--- src/rtl/i2s_adc_rx_if.sv ---
// Stereo frame handshake between the I2S capture path (master) and its consumer (slave).
`timescale 1ns/1ps
interface i2s_adc_rx_if #(
    parameter int SAMPLE_W = 24
);
    logic [SAMPLE_W-1:0] l_sample;
    logic [SAMPLE_W-1:0] r_sample;
    logic                out_valid;
    logic                out_ready;

    modport master (
        output l_sample,
        output r_sample,
        output out_valid,
        input  out_ready
    );

    modport slave (
        input  l_sample,
        input  r_sample,
        input  out_valid,
        output out_ready
    );
endinterface

--- src/rtl/i2s_adc_rx.sv ---
// I2S ADC deserialiser: oversamples bclk/lrclk/sdata and emits stereo frames; SYNC_STAGES+2 sys_clk pin-to-valid.
// Backpressure: a single held frame; a frame completing while one is held and not taken is dropped and flags overflow.
`timescale 1ns/1ps
module i2s_adc_rx #(
    parameter int SAMPLE_W    = 24,
    parameter int SYNC_STAGES = 2
) (
    input  logic          sys_clk,
    input  logic          sys_rst_n,
    input  logic          ac_bclk,
    input  logic          ac_lrclk,
    input  logic          ac_adc_sdata,
    i2s_adc_rx_if.master  frm,
    output logic          overflow,
    input  logic          ovf_clr
);
    localparam int CNT_W = $clog2(SAMPLE_W + 1);

    typedef enum logic [1:0] {
        WAIT_L,
        RX_L,
        RX_R
    } state_t;

    logic [SYNC_STAGES-1:0] bclk_sync;
    logic [SYNC_STAGES-1:0] lr_sync;
    logic [SYNC_STAGES-1:0] sd_sync;
    logic                   bclk_s;
    logic                   bclk_q;
    logic                   rise_q;
    logic                   lr_q;
    logic                   d_q;
    logic                   lr_prev;

    logic [SAMPLE_W-1:0]    shreg;
    logic [SAMPLE_W-1:0]    shreg_nxt;
    logic [SAMPLE_W-1:0]    l_hold;
    logic [CNT_W-1:0]       cnt;
    state_t                 state;

    logic                   word_edge;
    logic                   complete;
    logic                   drop;

    assign bclk_s = bclk_sync[SYNC_STAGES-1];

    // Registering the detected rise together with lr/data keeps them aligned.
    always_ff @(posedge sys_clk or negedge sys_rst_n) begin
        if (!sys_rst_n) begin
            bclk_sync <= '0;
            lr_sync   <= '0;
            sd_sync   <= '0;
            bclk_q    <= 1'b0;
            rise_q    <= 1'b0;
            lr_q      <= 1'b0;
            d_q       <= 1'b0;
        end else begin
            bclk_sync <= {bclk_sync[SYNC_STAGES-2:0], ac_bclk};
            lr_sync   <= {lr_sync[SYNC_STAGES-2:0], ac_lrclk};
            sd_sync   <= {sd_sync[SYNC_STAGES-2:0], ac_adc_sdata};
            bclk_q    <= bclk_s;
            rise_q    <= bclk_s & ~bclk_q;
            lr_q      <= lr_sync[SYNC_STAGES-1];
            d_q       <= sd_sync[SYNC_STAGES-1];
        end
    end

    always_comb begin
        shreg_nxt = shreg;
        for (int i = 0; i < SAMPLE_W; i++) begin
            if (int'(cnt) == SAMPLE_W - 1 - i) begin
                shreg_nxt[i] = d_q;
            end
        end
        word_edge = rise_q & (lr_q != lr_prev);
        complete  = word_edge & (state == RX_R) & ~lr_q;
        drop      = complete & frm.out_valid & ~frm.out_ready;
    end

    always_ff @(posedge sys_clk or negedge sys_rst_n) begin
        if (!sys_rst_n) begin
            lr_prev       <= 1'b0;
            shreg         <= '0;
            cnt           <= '0;
            l_hold        <= '0;
            state         <= WAIT_L;
            frm.l_sample  <= '0;
            frm.r_sample  <= '0;
            frm.out_valid <= 1'b0;
            overflow      <= 1'b0;
        end else begin
            if (rise_q) begin
                lr_prev <= lr_q;
                // The edge rise carries the old word's LSB, so the word closes here.
                if (word_edge) begin
                    shreg <= '0;
                    cnt   <= '0;
                end else begin
                    shreg <= shreg_nxt;
                    if (cnt != CNT_W'(SAMPLE_W)) begin
                        cnt <= cnt + CNT_W'(1);
                    end
                end
            end

            if (word_edge) begin
                case (state)
                    WAIT_L: if (!lr_q) state <= RX_L;
                    RX_L: begin
                        if (lr_q) begin
                            l_hold <= shreg_nxt;
                            state  <= RX_R;
                        end
                    end
                    RX_R:    if (!lr_q) state <= RX_L;
                    default: state <= WAIT_L;
                endcase
            end

            if (complete) begin
                if (!frm.out_valid || frm.out_ready) begin
                    frm.l_sample  <= l_hold;
                    frm.r_sample  <= shreg_nxt;
                    frm.out_valid <= 1'b1;
                end
            end else if (frm.out_valid && frm.out_ready) begin
                frm.out_valid <= 1'b0;
            end

            if (drop) begin
                overflow <= 1'b1;
            end else if (ovf_clr) begin
                overflow <= 1'b0;
            end
        end
    end
endmodule

--- src/flat_wrapper.sv ---
// flat-port wrapper written by rule: the top's interface ports become plain ports
module i2s_adc_rx_flat 
#(
    parameter int SAMPLE_W    = 24,
    parameter int SYNC_STAGES = 2
)
  (sys_clk, sys_rst_n, ac_bclk, ac_lrclk, ac_adc_sdata, overflow, ovf_clr, frm_l_sample, frm_r_sample, frm_out_valid, frm_out_ready);
  i2s_adc_rx_if #(.SAMPLE_W(SAMPLE_W)) frm_i ();
  input  logic sys_clk;
  input  logic sys_rst_n;
  input  logic ac_bclk;
  input  logic ac_lrclk;
  input  logic ac_adc_sdata;
  output logic overflow;
  input  logic ovf_clr;
  output wire logic [$bits(frm_i.l_sample)-1:0] frm_l_sample;
  output wire logic [$bits(frm_i.r_sample)-1:0] frm_r_sample;
  output wire logic [$bits(frm_i.out_valid)-1:0] frm_out_valid;
  input wire logic [$bits(frm_i.out_ready)-1:0] frm_out_ready;
  assign frm_l_sample = frm_i.l_sample;
  assign frm_r_sample = frm_i.r_sample;
  assign frm_out_valid = frm_i.out_valid;
  assign frm_i.out_ready = frm_out_ready;
  i2s_adc_rx #(.SAMPLE_W(SAMPLE_W), .SYNC_STAGES(SYNC_STAGES)) u_core (.sys_clk(sys_clk), .sys_rst_n(sys_rst_n), .ac_bclk(ac_bclk), .ac_lrclk(ac_lrclk), .ac_adc_sdata(ac_adc_sdata), .frm(frm_i), .overflow(overflow), .ovf_clr(ovf_clr));
endmodule
--- config.mk ---
export PLATFORM = sky130hd
export DESIGN_NAME = i2s_adc_rx_flat
export DESIGN_NICKNAME = d
export VERILOG_FILES = /design/src/rtl/i2s_adc_rx_if.sv /design/src/rtl/i2s_adc_rx.sv /design/src/flat_wrapper.sv
export SDC_FILE = /design/constraint.sdc
export NUM_CORES = 1
export LEC_CHECK = 0
export ABC_CLOCK_PERIOD_IN_PS = 3150
export CAP_MARGIN = 5
export CORE_MARGIN = 8
export CORE_UTILIZATION = 43
export CTS_BUF_LIST = sky130_fd_sc_hd__clkbuf_4 sky130_fd_sc_hd__clkbuf_8
export DETAILED_ROUTE_END_ITERATION = 16
export PLACE_DENSITY = 0.65
export SYNTH_ARGS = -nofsm -noshare
export SYNTH_HDL_FRONTEND = slang
export SYNTH_SLANG_ARGS = --single-unit
--- constraint.sdc ---
create_clock -name sys_clk -period 3.15 [get_ports sys_clk]
set_input_delay 0.63 -clock sys_clk [delete_from_list [all_inputs] [get_ports sys_clk]]
set_output_delay 0.63 -clock sys_clk [all_outputs]
set_load 0.005 [all_outputs]
==> metrics.csv, run 1 <==
metric,value,unit
synthDistinctLibCells,36,
avgSynthCellArea,12.79,um2
drive_above_1_share,0.1876,
critical_path.endpoint,u_core.cnt[3]$_DFFE_PN0P_,
grt_pass1_vias,3235,
synth_top_area_frac,0.5688,
cp-start-kind,flop,
final_common_cell,dfrtp_1,
synth_nets,411,
via_count,3103,
fillers,1018,
num_rows,39,
gr-total-overflow,0,
dieArea,15610,um2
synth-simple-area-share,0.08262,
leakagePower,2.712,nW
synth_compound_area_frac,0.05099,
setup_slack,1097,ps
gp_congestion,0.7483,
m1WireLength,4380,um
synth-seq-cells,116,
area_delta_synth_final,20.25,%
ant_nets,0,
cts.hold.buffers_added,0,
synth.yosys.seq_area_share,0.5688,
rr_startpoint,u_core.rise_q$_DFF_PN0_,
synth_area_leader_cell,dfrtp_1,
cp.arrival,2370,ps
cpMaxStageDelayCell,dfrtp_1,
maxCapViolCount,0,
cp-startpoint,u_core.rise_q$_DFF_PN0_,
maxSlewViolCount,0,
r2r_slack,1100,ps
netlist_instances,399,
cp-end-kind,flop,
setup_violations,0,
synth_area,5104,um2
htreeDepth,4,
met3_length,518,um
drt-initial-drc-count,179,
ios,57,
firstDrtPassIters,4,
max_slew_margin,0.4927,
cpPeakStageDelay,750,ps
fin_crit_sh,0.6516,
cts_buffers,17,
clock_sinks,116,
antenna_cells,0,
layout_common_cells,"dfrtp_1, inv_1, mux2i_1",
initial_utilization,0.4432,
core_area,11520,um2
grt_use_total,0.1271,
dpl.hpwl,6069,um
clock_path_buffers,2,
routedWlPerCell,15.27,um
synth_top_family_by_area,multiplexers,
drc_errors,0,
cts_tree,done,
root_buffer,clkbuf_8,
final.setup.tns,0,ps
dp_slack,782.1,ps
antenna_found_initial,0,
highest_layer,met4,
yosys_warnings,0,
synth_xor_area_frac,0.003432,
fin_nets,468,
cp.depth,3,
worstPathRequired,3470,ps
tightest_slew,759.1,ps
grt_setup_unrepaired,no,
ir_drop,0.4204,mV
hold_viol_final,0,
worst-setup-path-type,flop to flop,
vias_per_cell,5.070,
min_period,2053,ps
outcome,finished clean,
r2r_cells,3,
grt_pass1_wl,16360,um
cp_cell_sequence,"buf_4, nand2_1, o2bb2ai_1",
cts.reportedPaths.clkPinSlew,80,ps
die_w,124.9,um
postCtsSetupBuffers,0,
port_buffers,56,
cp.buffers_inverters,1,
synthTopCellsByArea,"dfrtp_1, mux2i_1, mux2_2",
finClkSkew,8.030,ps
cpLargestDelayFamily,flip-flops,
min_path_type,input port to asynchronous set/reset pin,
synthMuxAreaShare,0.1969,
wl,9347,um
synthAdderAreaFrac,0.01226,
reg2reg_to,u_core.cnt[3]$_DFFE_PN0P_,
cts_resized,0,
clock_latency,420,ps
routed-wl-met2,4342,um
grt_max_degree,81,
path_max_fanout,22,
timing.fmax,0.4872,GHz
p_per_area,626.9,nW/um2
die_y,124.9,um
-- Yosys cell counts, drive strengths merged --
| cell type | number |
|---|---|
| inv | 68 |
| nand2b | 4 |
| dfrtp | 116 |
| xnor2 | 1 |
| nand4b | 8 |
| nand3 | 1 |
| o22ai | 23 |
| a21o | 1 |
| nor2b | 4 |
| a31o | 3 |
| ha | 5 |
| or3 | 1 |
| o21a | 1 |
| buf | 13 |
| xor2 | 1 |
| nor4b | 5 |
| and3 | 2 |
| clkbuf | 11 |
| o21ai | 6 |
| o2bb2ai | 3 |
| a22o | 1 |
| nor3 | 3 |
| a21oi | 2 |
| mux2 | 35 |
| nand2 | 7 |
| mux2i | 61 |
| or2 | 1 |
| and4bb | 12 |
-- registers in the layout, indices dropped and copies added (netlist names) --
name,cells
u_core.overflow,1
u_core.lr_q,1
u_core.bclk_q,1
u_core.rise_q,1
u_core.cnt,5
u_core.frm.r_sample,24
u_core.state,2
u_core.sd_sync,2
u_core.bclk_sync,2
u_core.frm.out_valid,1
u_core.frm.l_sample,24
u_core.lr_prev,1
u_core.l_hold,24
u_core.d_q,1
u_core.lr_sync,2
u_core.shreg,24
-- cell families (layout without fill, tap and decap cells) --
family,count (synthesis),after routing
buffers and inverters,92,162
adders and majority gates,5,5
AOI/OAI and AO/OA,40,40
muxes,96,96
DFF,116,116
and+or+nand+nor,48,48
xor gates and xnor gates,2,2
-- per-stage QoR --
stage,util,power [mW],std cells,hold slack (ps),cell area [um2]
2_1_floorplan,-,2.082,399,331.2,5104
3_3_place_gp,0.4966,2.459,580,332.9,5719
3_5_place_dp,0.4966,2.473,580,338.7,5719
4_1_cts,0.5329,3.916,612,160.5,6137
5_1_grt,0.5329,4.046,612,183.9,6137
6_report,0.5329,3.847,612,166.9,6137
-- where the power goes --
part	switching, mW	internal, mW
registers	0.120	1.66
clock network	0.634	0.788
logic	0.271	0.374
-- worst min-delay path by stage --
| stage | from | to | slack [ps] | cells past startpoint |
|---|---|---|---|---|
| 5_1_grt | sys_rst_n | u_core.state[0]$_DFFE_PN0P_ | 180 | 1 |
| 3_3_place_gp | u_core.sd_sync[1]$_DFF_PN0_ | u_core.d_q$_DFF_PN0_ | 330 | 0 |
| 2_1_floorplan | sys_rst_n | u_core.bclk_q$_DFF_PN0_ | 330 | 0 |
| 4_1_cts | sys_rst_n | u_core.lr_q$_DFF_PN0_ | 160 | 1 |
| 3_5_place_dp | u_core.bclk_sync[0]$_DFF_PN0_ | u_core.bclk_sync[1]$_DFF_PN0_ | 340 | 0 |
| 6_report | sys_rst_n | u_core.state[0]$_DFFE_PN0P_ | 170 | 1 |
-- worst register-to-register path: stages (launching register included) --
cell and delay (ps):
dfrtp_1 750, buf_4 370, nand2_1 500, o2bb2ai_1 340
-- metal layers --
metal,GRT usage,up-vias
met5,0,-
met4,0.04799,0
met3,0.04972,10
met2,0.1931,55
met1,0.1609,1557
li1,-,1481
-- area by class of cell --
type	count	area, um2	share of cell area
Sequential cell	116	2903	0.4730
Multi-Input combinational cell	191	1767	0.2879
Timing Repair Buffer	62	615.6	0.1003
Inverter	68	255.2	0.04159
Clock buffer	17	234.0	0.03812
Clock inverter	15	183.9	0.02997
Tap cell	143	178.9	0.02915
No activity file was read; power rests on OpenSTA's default activity.
==> run 2: changes to the inputs <==
--- a/config.mk
+++ b/config.mk
@@ -5,7 +5,7 @@
 export SDC_FILE = /design/constraint.sdc
 export NUM_CORES = 1
 export LEC_CHECK = 0
-export ABC_CLOCK_PERIOD_IN_PS = 3150
+export ABC_CLOCK_PERIOD_IN_PS = 2120
 export CAP_MARGIN = 5
 export CORE_MARGIN = 8
 export CORE_UTILIZATION = 43
==> constraint.sdc (replaced) <==
create_clock -name sys_clk -period 2.12 [get_ports sys_clk]
set_input_delay 0.424 -clock sys_clk [delete_from_list [all_inputs] [get_ports sys_clk]]
set_output_delay 0.424 -clock sys_clk [all_outputs]
set_load 0.005 [all_outputs]
==> metrics.csv, run 2 (synthesis gave the netlist of run 1 again) <==
metric,value,unit,change
dieArea,15610,um2,unchanged
cp-start-kind,flop,,unchanged
final_common_cell,dfrtp_1,,unchanged
holdWs,349.1,ps,was 166.9 ps
rr_startpoint,u_core.cnt[0]$_DFFE_PN0P_,,was u_core.rise_q$_DFF_PN0_
die_w,124.9,um,unchanged
num_rows,39,,unchanged
clock_path_buffers,2,,unchanged
cp_cell_sequence,"ha_1, and3_1, ha_1, nand2_1, o21ai_0, mux2_1",,"was buf_4, nand2_1, o2bb2ai_1"
finClkSkew,11.68,ps,was 8.030 ps
initial_utilization,0.4432,,unchanged
fin_total_pwr,5.811,mW,was 3.847 mW
final_util,0.5422,,was 0.5329
fin_nets,478,,was 468
wl,9671,um,was 9347 um
grt_pass1_wl,17000,um,was 16360 um
maxCapViolCount,0,,unchanged
grt_pass1_vias,3340,,was 3235
drc_errors,0,,unchanged
gp_congestion,0.7843,,was 0.7483
setup_violations,0,,unchanged
antenna_cells,0,,unchanged
final.setup.tns,0,ps,unchanged
outcome,finished clean,,unchanged
fin_crit_sh,0.8766,,was 0.6516
cpPeakStageDelay,430,ps,was 750 ps
tightest_slew,751.3,ps,was 759.1 ps
cp.buffers_inverters,0,,was 1
cts.hold.buffers_added,1,,was 0
cts.reportedPaths.clkPinSlew,70,ps,was 80 ps
cpLargestDelayFamily,adder cells,,was flip-flops
max_slew_margin,0.4991,,was 0.4927
htreeDepth,4,,unchanged
ir_drop,0.5466,mV,was 0.4204 mV
cp-startpoint,u_core.cnt[0]$_DFFE_PN0P_,,was u_core.rise_q$_DFF_PN0_
path_max_fanout,8,,was 22
postCtsSetupBuffers,0,,unchanged
worstPathRequired,2420,ps,was 3470 ps
port_buffers,56,,unchanged
timing.fmax,0.5381,GHz,was 0.4872 GHz
routed-wl-met2,4477,um,was 4342 um
grt_setup_unrepaired,no,,unchanged
cts_resized,0,,unchanged
clock_sinks,116,,unchanged
stdcell_area,6243,um2,was 6137 um2
firstDrtPassIters,4,,unchanged
cpMaxStageDelayCell,dfrtp_1,,unchanged
antenna_found_initial,0,,unchanged
maxSlewViolCount,0,,unchanged
dpl.hpwl,6374,um,was 6069 um
min_path_type,flop to flop,,was input port to asynchronous set/reset pin
postPlaceCellArea,5812,um2,was 5719 um2
cpMostUsedCell,ha_1,,
routedWlPerCell,15.55,um,was 15.27 um
m1WireLength,4509,um,was 4380 um
clock_latency,430,ps,was 420 ps
core_area,11520,um2,unchanged
drive_above_1_share,0.2025,,was 0.1876
leakagePower,2.782,nW,was 2.712 nW
grt_max_degree,58,,was 81
highest_layer,met4,,unchanged
area_delta_synth_final,22.33,%,was 20.25%
cts_buffers,17,,unchanged
cp-end-kind,flop,,unchanged
p_per_area,930.8,nW/um2,was 626.9 nW/um2
met3_length,545,um,was 518 um
cp.arrival,2160,ps,was 2370 ps
hold_viol_final,0,,unchanged
min_from,u_core.sd_sync[1]$_DFF_PN0_,,
cts_tree,done,,unchanged
layoutNonFillerInstCount,622,,was 612
ant_nets,0,,unchanged
dp_slack,-55.36,ps,was 782.1 ps
dp.cells,589,,was 580
vias_per_cell,4.966,,was 5.070
ios,57,,unchanged
drt-initial-drc-count,170,,was 179
layout_common_cells,"dfrtp_1, inv_1, mux2i_1",,unchanged
die_y,124.9,um,unchanged
grt_use_total,0.1338,,was 0.1271
gr-total-overflow,0,,unchanged
min_period,1858,ps,was 2053 ps
setup_slack,261.6,ps,was 1097 ps
via_count,3089,,was 3103
worst-setup-path-type,flop to flop,,unchanged
root_buffer,clkbuf_8,,unchanged
run 2: changes by cell type in the layout (fill, tap and decap cells not counted), sizes merged:
cell         delta
buf             +9
bufinv          +1
clkinvlp        -1
dlygate4sd3     +1
run 2: final cells by class:
cell class / instances / area [um2]
fill: 1011 / 5273
clock inverter: 15 / 187.7
sequential: 116 / 2903
inverter: 68 / 255.2
timing repair buffer: 72 / 718.2
tap: 143 / 178.9
clock buffer: 17 / 234.0
multi-input combinational: 191 / 1767
run 2: final timing paths:
path	slack, ps	depth (start not counted)	end
worst min-delay path	350	0	u_core.d_q$_DFF_PN0_
worst max-delay path	260	6	u_core.l_hold[8]$_DFFE_PN0P_
worst max register to register	260	6	u_core.l_hold[8]$_DFFE_PN0P_
max in group asynchronous	930	3	u_core.frm.r_sample[13]$_DFFE_PN0P_
min in group asynchronous	460	2	u_core.frm.l_sample[20]$_DFFE_PN0P_
worst min register to register	350	0	u_core.d_q$_DFF_PN0_
run 2: power by group:
group	internal, mW	total, mW	switching (mW)
combinational	0.579	1.00	0.423
clock	1.27	2.18	0.907
sequential	2.47	2.63	0.165
total	4.32	5.81	1.49
run 2: per-layer routing:
layer	global-route usage	up-vias
met5	0	-
met2	0.2059	59
li1	-	1492
met4	0.05014	0
met1	0.1659	1525
met3	0.05482	13
==> run 3: changes to the inputs <==
--- a/config.mk
+++ b/config.mk
@@ -11,6 +11,7 @@
 export CORE_UTILIZATION = 43
 export CTS_BUF_LIST = sky130_fd_sc_hd__clkbuf_4 sky130_fd_sc_hd__clkbuf_8
 export DETAILED_ROUTE_END_ITERATION = 16
+export GPL_ROUTABILITY_DRIVEN = 1
 export PLACE_DENSITY = 0.65
 export SYNTH_ARGS = -nofsm -noshare
 export SYNTH_HDL_FRONTEND = slang
==> results of run 3 <==
No change in the layout: final DEF, timing and power equal those of run 2.
